`src/rtl/lc3_writeback_if.sv`:
```
// rtl/lc3_writeback_if.sv - LC3 writeback stage signal bundle
//
// Groups every non-clock/reset signal of lc3_writeback.
//   master : upstream/downstream pipeline side (drives selects, data, indices)
//   slave  : the writeback stage itself
// Signals:
//   enable_writeback     commit strobe
//   W_Control[1:0]       result select 0 alu / 1 mem / 2 pc / 3 illegal
//   aluout/memout/pcout  candidate results (16 bit)
//   dr, sr1, sr2         destination and read-port indices (3 bit)
//   vsr1, vsr2           read-port data (16 bit)
//   psr[2:0]             condition codes {N,Z,P}
//   enable_writeback_pt  write committed last cycle
//   wb_err               sticky illegal-select flag
//   commit_count[15:0]   committed write counter, wraps
interface lc3_writeback_if;
  logic        enable_writeback;
  logic [1:0]  W_Control;
  logic [15:0] aluout;
  logic [15:0] memout;
  logic [15:0] pcout;
  logic [2:0]  dr;
  logic [2:0]  sr1;
  logic [2:0]  sr2;
  logic [15:0] vsr1;
  logic [15:0] vsr2;
  logic [2:0]  psr;
  logic        enable_writeback_pt;
  logic        wb_err;
  logic [15:0] commit_count;

  modport master (
    output enable_writeback, W_Control, aluout, memout, pcout, dr, sr1, sr2,
    input  vsr1, vsr2, psr, enable_writeback_pt, wb_err, commit_count
  );

  modport slave (
    input  enable_writeback, W_Control, aluout, memout, pcout, dr, sr1, sr2,
    output vsr1, vsr2, psr, enable_writeback_pt, wb_err, commit_count
  );
endinterface

```
`src/rtl/lc3_writeback.sv`:
```
// rtl/lc3_writeback.sv - LC3 writeback stage: result select, 8x16 register file, PSR update
//
// Ports:
//   clock  pipeline clock, rising edge
//   reset  asynchronous active-low reset, clears all state
//   wb     lc3_writeback_if.slave (see interface file for signal list)
// Optional feature:
//   WB_BYPASS_EN  when defined, a legal commit is forwarded to vsr1/vsr2 in the
//                 same cycle if the read index matches dr; otherwise reads see
//                 stored contents only.
module lc3_writeback (
  input  logic              clock,
  input  logic              reset,
  lc3_writeback_if.slave    wb
);

  typedef enum logic {
    ST_IDLE   = 1'b0,
    ST_COMMIT = 1'b1
  } state_t;

  state_t      state_q, state_d;
  logic [15:0] rf_q [8];
  logic [15:0] rf_d [8];
  logic [2:0]  psr_q, psr_d;
  logic        wb_err_q, wb_err_d;
  logic [15:0] commit_count_q, commit_count_d;

  logic [15:0] dr_in;
  logic        commit;

  // Result select; code 3 never commits, so its data value is irrelevant.
  always_comb begin
    dr_in = 16'h0000;
    case (wb.W_Control)
      2'd0:    dr_in = wb.aluout;
      2'd1:    dr_in = wb.memout;
      2'd2:    dr_in = wb.pcout;
      default: dr_in = 16'h0000;
    endcase
  end

  assign commit = wb.enable_writeback && (wb.W_Control != 2'd3);

  // Commit FSM plus datapath next-state.
  always_comb begin
    state_d        = ST_IDLE;
    psr_d          = psr_q;
    wb_err_d       = wb_err_q;
    commit_count_d = commit_count_q;
    for (int i = 0; i < 8; i++) rf_d[i] = rf_q[i];

    case (state_q)
      ST_IDLE:   state_d = commit ? ST_COMMIT : ST_IDLE;
      ST_COMMIT: state_d = commit ? ST_COMMIT : ST_IDLE;
      default:   state_d = ST_IDLE;
    endcase

    if (commit) begin
      rf_d[wb.dr]    = dr_in;
      commit_count_d = commit_count_q + 16'd1;
      if (dr_in[15])              psr_d = 3'b100;
      else if (dr_in == 16'h0000) psr_d = 3'b010;
      else                        psr_d = 3'b001;
    end

    if (wb.enable_writeback && (wb.W_Control == 2'd3)) begin
      wb_err_d = 1'b1;
    end
  end

  always_ff @(posedge clock or negedge reset) begin
    if (!reset) begin
      state_q        <= ST_IDLE;
      psr_q          <= 3'b000;
      wb_err_q       <= 1'b0;
      commit_count_q <= 16'h0000;
      for (int i = 0; i < 8; i++) rf_q[i] <= 16'h0000;
    end else begin
      state_q        <= state_d;
      psr_q          <= psr_d;
      wb_err_q       <= wb_err_d;
      commit_count_q <= commit_count_d;
      for (int i = 0; i < 8; i++) rf_q[i] <= rf_d[i];
    end
  end

  // Read ports.
  always_comb begin
    wb.vsr1 = rf_q[wb.sr1];
    wb.vsr2 = rf_q[wb.sr2];
`ifdef WB_BYPASS_EN
    if (commit && (wb.sr1 == wb.dr)) wb.vsr1 = dr_in;
    if (commit && (wb.sr2 == wb.dr)) wb.vsr2 = dr_in;
`endif
  end

  assign wb.psr                 = psr_q;
  assign wb.wb_err              = wb_err_q;
  assign wb.commit_count        = commit_count_q;
  assign wb.enable_writeback_pt = (state_q == ST_COMMIT);

endmodule

```
`src/flat_wrapper.sv`:
```
// flat-port wrapper written by rule: the top's interface ports become plain ports
module lc3_writeback_flat 
  (clock, reset, wb_enable_writeback, wb_W_Control, wb_aluout, wb_memout, wb_pcout, wb_dr, wb_sr1, wb_sr2, wb_vsr1, wb_vsr2, wb_psr, wb_enable_writeback_pt, wb_wb_err, wb_commit_count);
  lc3_writeback_if wb_i ();
  input  logic clock;
  input  logic reset;
  input wire logic [$bits(wb_i.enable_writeback)-1:0] wb_enable_writeback;
  input wire logic [$bits(wb_i.W_Control)-1:0] wb_W_Control;
  input wire logic [$bits(wb_i.aluout)-1:0] wb_aluout;
  input wire logic [$bits(wb_i.memout)-1:0] wb_memout;
  input wire logic [$bits(wb_i.pcout)-1:0] wb_pcout;
  input wire logic [$bits(wb_i.dr)-1:0] wb_dr;
  input wire logic [$bits(wb_i.sr1)-1:0] wb_sr1;
  input wire logic [$bits(wb_i.sr2)-1:0] wb_sr2;
  output wire logic [$bits(wb_i.vsr1)-1:0] wb_vsr1;
  output wire logic [$bits(wb_i.vsr2)-1:0] wb_vsr2;
  output wire logic [$bits(wb_i.psr)-1:0] wb_psr;
  output wire logic [$bits(wb_i.enable_writeback_pt)-1:0] wb_enable_writeback_pt;
  output wire logic [$bits(wb_i.wb_err)-1:0] wb_wb_err;
  output wire logic [$bits(wb_i.commit_count)-1:0] wb_commit_count;
  assign wb_i.enable_writeback = wb_enable_writeback;
  assign wb_i.W_Control = wb_W_Control;
  assign wb_i.aluout = wb_aluout;
  assign wb_i.memout = wb_memout;
  assign wb_i.pcout = wb_pcout;
  assign wb_i.dr = wb_dr;
  assign wb_i.sr1 = wb_sr1;
  assign wb_i.sr2 = wb_sr2;
  assign wb_vsr1 = wb_i.vsr1;
  assign wb_vsr2 = wb_i.vsr2;
  assign wb_psr = wb_i.psr;
  assign wb_enable_writeback_pt = wb_i.enable_writeback_pt;
  assign wb_wb_err = wb_i.wb_err;
  assign wb_commit_count = wb_i.commit_count;
  lc3_writeback u_core (.clock(clock), .reset(reset), .wb(wb_i));
endmodule
```
`config.mk`:
```
export PLATFORM = sky130hd
export DESIGN_NAME = lc3_writeback_flat
export DESIGN_NICKNAME = d
export VERILOG_FILES = /design/src/rtl/lc3_writeback_if.sv /design/src/rtl/lc3_writeback.sv /design/src/flat_wrapper.sv
export SDC_FILE = /design/constraint.sdc
export NUM_CORES = 1
export LEC_CHECK = 0
export ABC_CLOCK_PERIOD_IN_PS = 2850
export CAP_MARGIN = 20
export CELL_PAD_IN_SITES_DETAIL_PLACEMENT = 1
export CELL_PAD_IN_SITES_GLOBAL_PLACEMENT = 2
export CORE_MARGIN = 1.5
export CORE_UTILIZATION = 36
export DETAILED_ROUTE_END_ITERATION = 7
export GPL_ROUTABILITY_DRIVEN = 0
export GPL_TIMING_DRIVEN = 0
export PLACE_DENSITY = 0.78
export SKIP_LAST_GASP = 1
export SLEW_MARGIN = 0
export SYNTH_ARGS = -nofsm -noshare
export SYNTH_HDL_FRONTEND = slang
export SYNTH_SLANG_ARGS = --single-unit
```
`constraint.sdc`:
```
create_clock -name clock -period 2.85 [get_ports clock]
set_input_delay 0.4275 -clock clock [delete_from_list [all_inputs] [get_ports clock]]
set_output_delay 0.4275 -clock clock [all_outputs]
set_load 0.01 [all_outputs]
```
Yosys cells after proc, flatten, opt, wreduce, memory -nomap -nowiden
Index checks and enable logic that the tools add are counted.
{ "op_classes": {"n_addsub": 1, "mul": 0, "div_mod_pow": 0, "magnitude_cmp": 4, "n_eq_ne": 4, "shift": 0, "muxes": 13, "bitwise_logic": 3, "reduce_logical": 5} }
{ "ops": {"columns": ["op", "count"], "rows": [
  ["$bwmux W128", 1],
  ["$bmux W16 S3", 2],
  ["$mux W16", 5],
  ["$demux W16 S3", 1],
  ["$pmux W16 S3", 1],
  ["$add A16 B1 Y16 const B", 1],
  ["$logic_not A16 Y1", 1],
  ["$ge A4 B4 Y1 const B", 3],
  ["$not A3 Y4", 3],
  ["$eq A2 B2 Y1 const B", 2],
  ["$lt A4 B1 Y1 const B", 1],
  ["$logic_and A1 B1 Y1", 3],
  ["$mux W3", 1],
  ["$eq A2 B1 Y1 const B", 1],
  ["$logic_not A2 Y1", 1],
  ["$mux W2", 1],
  ["$ne A2 B2 Y1 const B", 1],
  ["$mux W1", 1]
]} }
{ "totals": {"reg_bits": 149, "latchBits": 0, "ram_bits": 0, "mem_bits_ro": 0, "input_bits": 62, "output_inout_bits": 53, "word_cells": 42, "memories": 0} }

Longest topological paths before layout
Gate-level depths: netlist of run 1.
{ "logic_depth": {"depth_word": 6, "mapped_depth": 8, "depth_no_buf": 5} }

Worst setup path before layout of run 1
OpenSTA, ideal clock, no wires.
{ "synth_timing": {"kind": "input to output", "startpoint": "input wb_sr1[0]", "endpoint": "output wb_vsr1[0]", "arrival_ns": 2.034, "required_time_ns": 2.423, "slack_ns": 0.389, "stages": 4, "n_path_buf": 2, "cell_sequence": "clkbuf_1 > buf_1 > mux4_2 > mux2_2"} }
{ "synth_between": {"elab_chain_cells": 4} }
{ "synth_rtl": {"columns": ["item", "line", "text"], "rows": [
  ["start: declaration", "flat_wrapper.sv:13", "input wire logic [$bits(wb_i.sr1)-1:0] wb_sr1;"],
  ["$not A3 Y4 (not written as such)", "lc3_writeback.sv:90", "wb.vsr1 = rf_q[wb.sr1];"],
  ["$bmux W16 S3", "lc3_writeback.sv:90", null],
  ["$mux W16 (not written as such) (2 in a row)", "lc3_writeback.sv:90", null],
  ["end: declaration", "flat_wrapper.sv:15", "output wire logic [$bits(wb_i.vsr1)-1:0] wb_vsr1;"]
]} }
No other way between the ends. The select of a mux whose other input is x is not followed.

Final worst setup path of run 1
{ "layout_timing": {"startpoint": "input wb_sr2[1]", "endpoint": "output wb_vsr2[9]"} }
{ "layout_between": {"elab_chain_cells": 4} }
{ "layout_rtl": {"columns": ["item", "line", "text"], "rows": [
  ["start: declaration", "flat_wrapper.sv:14", "input wire logic [$bits(wb_i.sr2)-1:0] wb_sr2;"],
  ["$not A3 Y4 (not written as such)", "lc3_writeback.sv:91", "wb.vsr2 = rf_q[wb.sr2];"],
  ["$bmux W16 S3", "lc3_writeback.sv:91", null],
  ["$mux W16 (not written as such) (2 in a row)", "lc3_writeback.sv:91", null],
  ["end: declaration", "flat_wrapper.sv:16", "output wire logic [$bits(wb_i.vsr2)-1:0] wb_vsr2;"]
]} }
No other way between the ends. The select of a mux whose other input is x is not followed.

==> results of run 1 <==
[stage by stage]
step                      total power [mW]  std cells  setup TNS, ns  cell area (um2)  utilization
after floorplan                       4.00        649              0             7620            -
after global placement                4.82       1032        -714.13             9040        0.433
after detailed placement              4.95       1033         -21.99             9070        0.434
after CTS                             7.15       1066              0             9710        0.465
after global routing                  7.46       1066              0             9720        0.465
final                                 7.10       1066              0             9720        0.465
[flip-flops by register name (all words and copies together) (netlist names)]
signal,flops
u_core.rf_q,128
u_core.wb.commit_count,16
u_core.wb.psr,3
u_core.wb.enable_writeback_pt,1
u_core.wb.wb_err,1
[metal layers]
| layer | vias to the layer above | GRT usage |
|---|---|---|
| li1 | 2638 | - |
| met1 | 3097 | 0.312 |
| met2 | 201 | 0.390 |
| met3 | 38 | 0.0494 |
| met4 | 0 | 0.0832 |
| met5 | - | 0 |
[final cells by class]
class                           instances  share of cell area
Buffer                                 50              0.0300
Clock buffer                           17              0.0438
Clock inverter                         15              0.0144
Inverter                                2            0.000773
Multi-Input combinational cell        448               0.377
Sequential cell                       149               0.384
Tap cell                              275              0.0354
Timing Repair Buffer                  110               0.115
[power by group through the flow]
stage                     sequential (mW)  combinational, mW  clock, mW
after floorplan                      2.87               1.13          0
after global placement               2.93               1.89          0
after detailed placement             2.99               1.96          0
after CTS                            2.95               1.98       2.22
after global routing                 3.03               2.12       2.31
final                                2.96               1.97       2.18
[critical path: cells and delay by family]
family / cells / cell delay [ns]
buffers and inverters: 3 / 1.29
muxes: 2 / 0.67
[cell usage in the layout (no fill, tap or decap), drive strengths merged, types with 9 or more instances in the layout]
| cell | count |
|---|---|
| dfrtp | 149 |
| clkdlybuf4s50 | 105 |
| nand2 | 70 |
| nor2 | 70 |
| mux4 | 64 |
| a21oi | 64 |
| o21ai | 64 |
| clkbuf | 54 |
| mux2 | 33 |
| mux2i | 16 |
| a2bb2oi | 16 |
| buf | 15 |
| inv | 12 |
| xnor2 | 9 |
[repair_timing]
action	CTS	global route
setup endpoints to repair	32	16
hold buffers	1	0
pin swaps	0	0
hold endpoints to repair	1	0
resized for setup	49	1
gates cloned	0	0
[final timing paths]
kind                            slack (ns)                    endpoint                       from  depth (start not counted)
worst max-delay path                  0.02                  wb_vsr2[9]                  wb_sr2[1]                          5
worst min-delay path                  0.49            u_core.wb.wb_err           u_core.wb.wb_err                          1
worst max register to register        1.16  u_core.wb.commit_count[13]  u_core.wb.commit_count[3]                          5
worst min register to register        0.49            u_core.wb.wb_err           u_core.wb.wb_err                          1
max in group asynchronous             1.45            u_core.rf_q[107]                      reset                          3
min in group asynchronous             0.55             u_core.rf_q[50]                      reset                          2
[logic make-up after synthesis]
kind of cell | synth area share
simple gates | 0.0941
compound gates | 0.108
flops | 0.489
mux | 0.259
buf+inv | 0.0305
xor+xnor | 0.0172
fa+ha+maj | 0.00164
==> results.txt, run 1 <==
- Of the post-synthesis cell area, the dominant cell type holds 0.489.
- Arrival time reported for the critical path endpoint: 2.40 ns
* Critical-path maximum fanout: 10
- OpenSTA, run right after detailed placement, puts the worst setup slack at -0.644 ns.
* Max Cap Violations: 0
* Maximum buffer depth of the clock tree: 2
- The via count of the first global-routing pass came to 6661.
- Count of fill cells added during filler insertion: 2232
* Largest incremental delay on the critical path: 0.49 ns
- Die Height: 148 um
- Counting distinct cell types in the post-synthesis netlist gives 33.
* Top cells by instance count after synthesis: sky130_fd_sc_hd__dfrtp_1, sky130_fd_sc_hd__nand2_1, sky130_fd_sc_hd__nor2_1
* Type of the worst min-delay path: register to register
* LEAKAGE: 3.98 nW
* Average footprint of a synthesized cell: 11.7 um2
- Tightest slew margin relative to the limit: 0.261
- Power density over the cells: 731 nW/um2
- Synthesis handed over a netlist of 649 instances.
- In the synthesized netlist the dominant register cell turns out to be sky130_fd_sc_hd__dfrtp_1.
- Post-Route Hold Slack: 0.485 ns
- Wire segments on met2 add up to 12.1 mm in the final route.
- Area of the core: 20900 um2
- Of the total power, registers draw 0.416.
* Metal-1 WL: 10.6 mm
* Initial detailed-routing violation count: 402
- Setup violations remaining at the end of the flow were counted as 0.
- Post-Syn Nets: 712
- Compared with the post-synthesis result, the final layout area differs by 27.5%.
- The setup path with the least slack is of type input port to output port.
- Standard cell with the maximum stage delay on the critical path: sky130_fd_sc_hd__clkdlybuf4s50_1
- In this run the cell area of the synthesized design comes to 7620 um2.
- Count of nets left with antenna violations after detail routing: 0
- Worst vdd rail ir drop: 0.454 mV
* Clock network fraction of total power: 0.307
- Area contributors post-synth: sky130_fd_sc_hd__dfrtp_1, sky130_fd_sc_hd__mux4_2, sky130_fd_sc_hd__mux2_2
- After detailed routing, the average wire length per cell comes to 23.1 um.
* Starting density of the core: 0.365
* Total clock buffers created by CTS: 17
- Via density: 5.60
- The internal portion of the total power is 4.83 mW.
* Net switching power: 2.27 mW
- Across every metal layer, demand over resource in global routing totals 0.237.
- Worst path required time: 2.42 ns
- Run status: finished clean
- Number of antenna violations at the first check in global routing: 0
- For this run, design rule violations remaining after detail routing come to 0.
- For the finished layout, the period the worst path requires is 2.83 ns.
- Uppermost routed layer: met4
- Of the cells placed in the final design, the portion with a size suffix greater than 1 is 0.195.
- Skew final: 0.00848 ns
* Post-synth ARST share: 1.00
- Switching share of total power: 0.320
* Max Slew Vio Count: 0
* Wire length of the first global-routing pass: 39.0 mm
- For this run, the post-layout net count is 841.
- Summed over all layers, the routed wires come to 24.6 mm.
- Combinational group share of total power: 0.277
- Area of the multi-input gates: 3660 um2
- CTS tree: built
- Clock latency on the worst-skew pair: 0.44 ns
- Sequential share of the synthesized area: 0.489
* Number of synthesis warnings: 0
- The number of antenna diodes in the final layout is 0.
- Area occupied by registers: 3730 um2
* Number of synthesized flops with an enable pin: 0
- Largest net degree at the start of global routing: 87
* Placed wire-length estimate: 18.4 mm
* Number of search-and-repair iterations in the first detailed-routing pass: 4
- Final hold viol count: 0
- Buffers added to address setup during post-CTS repair amount to 0.
- Input and output buffers added on the ports amount to 108.
- Clock-pin slew was measured on the worst setup and hold paths at 0.07 ns.
- Most frequent cell after synthesis: sky130_fd_sc_hd__dfrtp_1
- Worst-Margin Slew: 1.10 ns
- Max Freq: 0.354 GHz
- Row generation in the floorplan step produced 53 rows.
* Clock tree root buffer cell: sky130_fd_sc_hd__clkbuf_16
* Die extent in x: 148 um
* Detailed-routed wire length on met3: 1.33 mm
- In this run the count of I/O pins placed on the die edge is 115.
- Aggregate global routing overflow: 0
* RSZ-0062 raised after global routing: false
- In this run the number of H-tree levels came out at 4.
- Final WS setup: 0.0221 ns
- Library cell with the largest summed area after synthesis: sky130_fd_sc_hd__dfrtp_1
- Die Footprint: 22000 um2
* Critical path launch point type: input port
- The clock net in this run drives a total of 149 sinks.
* Worst path cell trace: dlygate4sd2_1, clkbuf_4, mux4_2, mux2_2, clkdlybuf4s50_1
- STA classifies the critical path endpoint as an output port.
- After synthesis the netlist holds a flip-flop and latch count of 149.
- DR vias: 5974
- In the finished design, the share of the clock period the worst path needs comes to 0.992.
(Power assumes the default switching activity.)
==> run 2: changes to the inputs <==
- CTS_CLUSTER_SIZE: unset -> 30
==> results of run 2 <==
The final DEF is identical to that of run 1; final timing and power are the same.
